<file path="config.mk">
export PLATFORM = sky130hd
export DESIGN_NAME = fix_ari_acc_flat
export DESIGN_NICKNAME = d
export VERILOG_FILES = /design/src/rtl/fix_ari_pkg.sv /design/src/rtl/fix_ari_if.sv /design/src/rtl/fix_ari_rnd_sat.sv /design/src/rtl/fix_ari_acc.sv /design/src/flat_wrapper.sv
export SDC_FILE = /design/constraint.sdc
export NUM_CORES = 1
export LEC_CHECK = 0
export ABC_CLOCK_PERIOD_IN_PS = 4900
export CAP_MARGIN = 20
export CORE_ASPECT_RATIO = 1.5
export CORE_UTILIZATION = 44
export DETAILED_ROUTE_END_ITERATION = 8
export HOLD_SLACK_MARGIN = 0.15
export PLACE_DENSITY_LB_ADDON = 0.3
export SLEW_MARGIN = 5
export SYNTH_ARGS = -nofsm -noshare
export SYNTH_HDL_FRONTEND = slang
export SYNTH_HIERARCHICAL = 1
export SYNTH_SLANG_ARGS = --single-unit
</file>
<file path="constraint.sdc">
create_clock -name clk -period 4.9 [get_ports clk]
set_input_delay 0.98 -clock clk [delete_from_list [all_inputs] [get_ports clk]]
set_output_delay 0.98 -clock clk [all_outputs]
set_load 0.02 [all_outputs]
</file>
<file path="src/rtl/fix_ari_pkg.sv">
// Shared widths, state encoding and conversion helper
// for the fixed-point arithmetic stages.
package fix_ari_pkg;

  localparam int DATA  = 15;
  localparam int INTE  = 6;
  localparam int POIN  = 8;
  localparam int ACC_N = 8;
  localparam int MAG_W = 2*(DATA-1);
  localparam int IN_W  = MAG_W+1;
  localparam int CNT_W = $clog2(ACC_N)+1;
  localparam int ACC_W = MAG_W+1+$clog2(ACC_N);

  typedef enum logic [1:0] {
    ACC   = 2'd0,
    ROUND = 2'd1,
    HOLD  = 2'd2
  } state_t;

  function automatic logic signed [ACC_W-1:0] sm2tc(
    input logic [IN_W-1:0] v
  );
    logic signed [ACC_W-1:0] m;
    m = signed'({{(ACC_W-MAG_W){1'b0}}, v[MAG_W-1:0]});
    return v[MAG_W] ? -m : m;
  endfunction

endpackage

</file>
<file path="src/rtl/fix_ari_if.sv">
// Product stream in, rounded result out, both
// valid/ready handshaked.
interface fix_ari_if;
  import fix_ari_pkg::*;

  logic             in_valid;
  logic             in_ready;
  logic             in_last;
  logic [IN_W-1:0]  in_data;
  logic             out_valid;
  logic             out_ready;
  logic [DATA-1:0]  out_data;
  logic             out_sat;
  logic [CNT_W-1:0] out_cnt;

  modport master (
    output in_valid, in_last, in_data, out_ready,
    input  in_ready, out_valid, out_data, out_sat, out_cnt
  );

  modport slave (
    input  in_valid, in_last, in_data, out_ready,
    output in_ready, out_valid, out_data, out_sat, out_cnt
  );

endinterface

</file>
<file path="src/rtl/fix_ari_rnd_sat.sv">
// Two's-complement accumulator to sign-magnitude operand,
// round half away from zero, saturate on overflow.
module fix_ari_rnd_sat
  import fix_ari_pkg::*;
(
  input  logic signed [ACC_W-1:0] i_acc,
  output logic [DATA-1:0]         o_data,
  output logic                    o_sat
);

  localparam int R_W = ACC_W-POIN+1;
  localparam logic [ACC_W:0] HALF =
    (ACC_W+1)'(1) << (POIN-1);
  localparam logic [R_W-1:0] MAX_M =
    R_W'((1 << (DATA-1)) - 1);

  logic             w_neg;
  logic [ACC_W-1:0] w_mag;
  logic [ACC_W:0]   w_sum;
  logic [R_W-1:0]   w_r;
  logic             w_sign;

  assign w_neg  = i_acc[ACC_W-1];
  assign w_mag  = w_neg ? 32'(-i_acc) : 32'(i_acc);
  assign w_sum  = {1'b0, w_mag} + HALF;
  assign w_r    = w_sum[ACC_W:POIN];
  assign o_sat  = (w_r > MAX_M);
  // zero never carries a sign, so -0 cannot escape
  assign w_sign = w_neg & (w_r != '0);
  assign o_data = o_sat ? {w_sign, MAX_M[DATA-2:0]}
                        : {w_sign, w_r[DATA-2:0]};

endmodule

</file>
<file path="src/rtl/fix_ari_acc.sv">
// Frame accumulator: sums sign-magnitude products and
// emits one rounded, saturated operand per frame.
module fix_ari_acc
  import fix_ari_pkg::*;
(
  input  logic     clk,
  input  logic     rst,
  fix_ari_if.slave bus
);

  state_t                  r_state;
  state_t                  w_nxt;
  logic signed [ACC_W-1:0] r_acc;
  logic [CNT_W-1:0]        r_cnt;
  logic                    r_in_rdy;
  logic                    r_out_vld;
  logic [DATA-1:0]         r_odata;
  logic                    r_osat;
  logic [CNT_W-1:0]        r_ocnt;
  logic                    w_hs;
  logic                    w_end;
  logic [DATA-1:0]         w_rdata;
  logic                    w_rsat;

  fix_ari_rnd_sat u_rnd (
    .i_acc  (r_acc),
    .o_data (w_rdata),
    .o_sat  (w_rsat)
  );

  always_comb begin
    w_nxt = r_state;
    w_hs  = 1'b0;
    w_end = 1'b0;
    unique case (r_state)
      ACC: begin
        w_hs  = bus.in_valid;
        w_end = w_hs & (bus.in_last |
                (r_cnt == CNT_W'(ACC_N-1)));
        if (w_end) w_nxt = ROUND;
      end
      ROUND: w_nxt = HOLD;
      HOLD:  if (bus.out_ready) w_nxt = ACC;
      default: w_nxt = ACC;
    endcase
  end

  always_ff @(posedge clk) begin
    if (rst) begin
      r_state   <= ACC;
      r_acc     <= '0;
      r_cnt     <= '0;
      r_in_rdy  <= 1'b1;
      r_out_vld <= 1'b0;
      r_odata   <= '0;
      r_osat    <= 1'b0;
      r_ocnt    <= '0;
    end else begin
      r_state   <= w_nxt;
      r_in_rdy  <= (w_nxt == ACC);
      r_out_vld <= (w_nxt == HOLD);
      if (w_hs) begin
        r_acc <= r_acc + sm2tc(bus.in_data);
        r_cnt <= r_cnt + 1'b1;
      end
      if (r_state == ROUND) begin
        r_odata <= w_rdata;
        r_osat  <= w_rsat;
        r_ocnt  <= r_cnt;
        r_acc   <= '0;
        r_cnt   <= '0;
      end
    end
  end

  assign bus.in_ready  = r_in_rdy;
  assign bus.out_valid = r_out_vld;
  assign bus.out_data  = r_odata;
  assign bus.out_sat   = r_osat;
  assign bus.out_cnt   = r_ocnt;

endmodule

</file>
<file path="src/flat_wrapper.sv">
// flat-port wrapper written by rule: the top's interface ports become plain ports
module fix_ari_acc_flat import fix_ari_pkg::*;
  (clk, rst, bus_in_valid, bus_in_last, bus_in_data, bus_out_ready, bus_in_ready, bus_out_valid, bus_out_data, bus_out_sat, bus_out_cnt);
  fix_ari_if bus_i ();
  input  logic clk;
  input  logic rst;
  input wire logic [$bits(bus_i.in_valid)-1:0] bus_in_valid;
  input wire logic [$bits(bus_i.in_last)-1:0] bus_in_last;
  input wire logic [$bits(bus_i.in_data)-1:0] bus_in_data;
  input wire logic [$bits(bus_i.out_ready)-1:0] bus_out_ready;
  output wire logic [$bits(bus_i.in_ready)-1:0] bus_in_ready;
  output wire logic [$bits(bus_i.out_valid)-1:0] bus_out_valid;
  output wire logic [$bits(bus_i.out_data)-1:0] bus_out_data;
  output wire logic [$bits(bus_i.out_sat)-1:0] bus_out_sat;
  output wire logic [$bits(bus_i.out_cnt)-1:0] bus_out_cnt;
  assign bus_i.in_valid = bus_in_valid;
  assign bus_i.in_last = bus_in_last;
  assign bus_i.in_data = bus_in_data;
  assign bus_i.out_ready = bus_out_ready;
  assign bus_in_ready = bus_i.in_ready;
  assign bus_out_valid = bus_i.out_valid;
  assign bus_out_data = bus_i.out_data;
  assign bus_out_sat = bus_i.out_sat;
  assign bus_out_cnt = bus_i.out_cnt;
  fix_ari_acc u_core (.clk(clk), .rst(rst), .bus(bus_i));
endmodule
</file>
==> results by group <==
Synthesis
  – Main synth FF type: dfxtp_1
  – Ys async rst share: 0%
  – Area share of the largest cell type after synthesis: 20.65%
  – Avg Inst Size Synth: 7.525 sq um
  – Synth Warn #: 6
  – Mapped Cells: 773
  – #FFs+latches synth: 60
  – Synth area leader: dfxtp_1
  – Net Count, Synth: 849
  – Mapped cell area: 0.005817 sq mm
  – Netlist cell types: 78
  – Sequential cell area fraction in the yosys report: 20.65%
  – Post-synth EDFFs: 0
  – Synth top area cells: dfxtp_1, xnor2_1, ha_1

STA
  – WHS: 0.4525 ns
  – TNS Setup: 0 ns
  – Final worst slack: 0.1724 ns
  – Final Max Slew Viols: 0
  – Slew headroom: 37.91%
  – Fmax: 0.2115 GHz
  – RSZ-0062 raised after global routing: true
  – Final hold vios: 0
  – Fin crit period: 4.728 ns
  – Final period utilization: 96.48%
  – Setup-failing EPs final: 0
  – Worst-Margin Slew: 0.9280 ns
  – Setup Skew: 0.004074 ns

Setup path
  – CP top delay family: simple AND/OR/NAND/NOR gates
  – WS Path Type: input pin to flip-flop
  – Sequence of cells on the critical path: clkdlybuf4s50_1 > inv_1 > ha_1 > nand2_1 > or2_2 > or3_4 > nand2b_4 > or2_2 > o41ai_4 > xnor2_1 > ha_1 > a21o_1 > a21oi_2 > nand4bb_1 > o2111ai_2 > nor2_1 > a211o_1 > nand4b_1 > o211ai_1
  – CP Data Arrival Time: 4.93 ns
  – Data required, critical path: 5.11 ns
  – CP peak stage delay: 0.42 ns
  – Slowest CP cell: clkdlybuf4s50_1
  – Startpoint types: input pin
  – Worst Path Buf+Inv: 2
  – Crit. End Element: flip-flop
  – Worst-path fanout max: 4

Pwr
  – Sw frac: 38.96%
  – Leakage power total: 2.910 nW
  – Clock power frac: 27.6%
  – Peak supply drop: 0.1770 mV
  – Switching power: 1.018 mW
  – Combinational share of power: 47.3%
  – Int Pwr: 1.595 mW
  – Power Dens Cells: 361.1 mW/mm^2
  – Register share of total power: 25.2%

Detailed routing
  – Starting DRT DRC Count: 314
  – Met3 routed WL: 374 microns
  – Routed wire length per instance: 14.22 microns
  – First-pass DRT Iterations: 4
  – Routed met2 length: 7484 microns
  – DR top layer: met4
  – Vias: 5777
  – Final antenna-violating net count: 0
  – Avg Vias per Cell: 5.653
  – Final WL: 14530 microns
  – Met1 Routed Length: 6352 microns
  – DRC: 0

Hold path
  – Worst min path class: flip-flop to flip-flop

Clock network
  – Clk Latency, worst-skew pair: 0.33 ns
  – CTS tree: done
  – Register clock-pin slew on the reported worst setup and hold paths: 0.05 ns
  – CTS root buffer: clkbuf_16
  – Clk sinks: 60
  – Cts bufs inserted: 9
  – Hold Buf Count CTS: 0
  – Clock H-tree levels: 3
  – CTS Buffer Depth: 2

Die
  – Die Width: 95.88 microns
  – Initial Util: 44.90%
  – Core area: 0.01295 sq mm
  – Die Footprint: 0.01369 sq mm
  – Number of I/O pins: 56
  – # rows: 51
  – Die extent in y: 142.8 microns

Cells and area
  – Antenna Cells: 0
  – Core Util, Final: 55.87%
  – Layout cells sized above 1: 13.90%
  – Register Area: 0.001201 sq mm
  – Final nets: 934
  – Multi-input gate area: 0.004469 sq mm
  – Area grow syn2layout: 24.41%
  – Post-Layout Inst Area: 0.007237 sq mm
  – Filler instances: 1270

GRT
  – Vias in the first global route: 5256
  – Initial antenna violation count: 0
  – First-pass GRT wire length: 23940 microns
  – Pin count of the biggest net entering global routing: 26
  – Grt total ovfl: 0
  – All-layer global routing usage: 21.70%

Placement
  – Final Wtd Congestion: 0.8788
  – Post-place instance area: 0.006800 sq mm
  – HPWL after DPL: 11390 microns
  – Port Buffers: 55
  – Pre-CTS setup slack: -0.3221 ns

Job
  – # Max-Cap Violations: 0

Outcome
  – Outcome: finished, final reports clean
==> cell type report <==
cell class                      count  area share, %
Multi-Input combinational cell    660          61.76
Sequential cell                    60          16.60
Timing Repair Buffer              110          13.31
Clock buffer                       10          3.164
Tap cell                          159          2.749
Clock inverter                      6          1.539
Inverter                           17         0.8817
==> final timing paths <==
kind,slack [ns],endpoint,startpoint,cells past startpoint
min,0.45,u_core/bus.out_data[10],u_core/bus.out_data[10],2
min reg2reg,0.45,u_core/bus.out_data[10],u_core/bus.out_data[10],2
max,0.17,u_core/r_acc[30],bus_in_data[0],19
max reg2reg,0.86,u_core/bus.out_data[14],u_core/r_acc[31],14
==> synth_stat cells (4+ instances only) <==
master / n
dfxtp_1: 60
o31a_1: 6
a21o_1: 23
a21oi_1: 74
nand2_1: 136
clkbuf_1: 30
nor2_1: 43
inv_1: 15
xnor2_1: 68
nand4_1: 16
o41ai_1: 4
o21bai_1: 7
ha_1: 41
and4_1: 4
a31oi_1: 10
nand3_1: 15
o31ai_1: 10
o211ai_1: 5
a211oi_1: 7
xor2_1: 22
nor3_1: 11
nand2_2: 11
nand2b_1: 12
nor4_1: 4
or3_1: 6
o21ai_0: 40
or4_1: 5
or2_2: 4
o2111ai_1: 4
==> metal layers <==
| layer | vias to the layer above | track usage, % |
|---|---|---|
| met5 | - | 0 |
| met3 | 20 | 1.970 |
| met4 | 0 | 8.562 |
| met2 | 115 | 39.06 |
| met1 | 2663 | 25.94 |
| li1 | 2979 | - |
==> cells by family after synthesis <==
logic type | after synthesis | share of synthesized area [%]
AND/OR/NAND/NOR | 302 | 27.12
AO/OA/AOI/OAI | 221 | 24.72
XOR/XNOR | 91 | 13.83
flip-flops | 60 | 20.65
buffers and inverters | 53 | 3.786
adder cells (fa/ha/maj) | 42 | 9.163
multiplexers | 4 | 0.7313
==> worst register-to-register path: stages (launching register included) <==
cell and delay [ns]:
dfxtp_1 0.66, clkinv_1 0.43, a21oi_1 0.27, xnor2_1 0.15, ha_1 0.22, o21ai_0 0.13
nor2_1 0.26, and3b_1 0.35, mux2i_1 0.24, xor2_1 0.16, nand2_1 0.11, nor3_4 0.59
a31oi_1 0.18, nand2_1 0.12, a21oi_1 0.06
==> power groups by stage <==
stage	sequential [mW]	clock [mW]	combinational [mW]
after detailed placement	0.667	0	1.20
after CTS	0.656	0.732	1.21
after global routing	0.669	0.747	1.37
after global placement	0.665	0	1.19
after floorplan	0.630	0	0.912
final	0.658	0.720	1.23
==> cell usage in the layout (no fill, tap or decap), types with 3 or more instances in the layout <==
cell type          n
xnor2_1           68
or2_2              4
or4_1              5
or4_4              3
inv_1             15
a211oi_1           5
nor2b_1            3
nand3_1           15
nor2_1            42
o21bai_1           7
or3_1              5
dfxtp_1           60
o211ai_1           5
a41oi_1            3
o21ai_0           37
clkdlybuf4s50_1   55
nand4_1           16
o2111ai_1          3
o21ai_1            5
a31oi_1           10
buf_4             55
o31a_1             6
bufinv_16          3
nand2_2           11
a21o_1            23
nor3_1            11
xor2_1            22
nor4_1             4
and4_1             4
nor3_4             3
ha_1              41
o22ai_1            3
a21oi_1           73
a211o_1            3
o31ai_1           10
and3_1             3
nand2_1          136
nand2b_1          11
clkbuf_16          9
==> what timing repair did <==
action,CTS,global route
resized for setup,0,15
endpoints found under the setup margin,0,8
setup buffers,0,3
hold endpoints to repair,0,0
==> state kept, by name, summed over array words and instances, names as in the netlist <==
name	cells
u_core/bus.out_cnt	4
u_core/bus.out_valid	1
u_core/bus.out_data	15
u_core/r_state	2
u_core/bus.in_ready	1
u_core/bus.out_sat	1
u_core/r_acc	32
u_core/r_cnt	4
==> metrics by stage <==
step,total power [mW],cells
floorplan,1.543,773
global placement,1.859,1003
detailed placement,1.869,1003
CTS,2.598,1019
global route,2.784,1022
finish,2.613,1022
No activity file was read; power rests on OpenSTA's default activity.
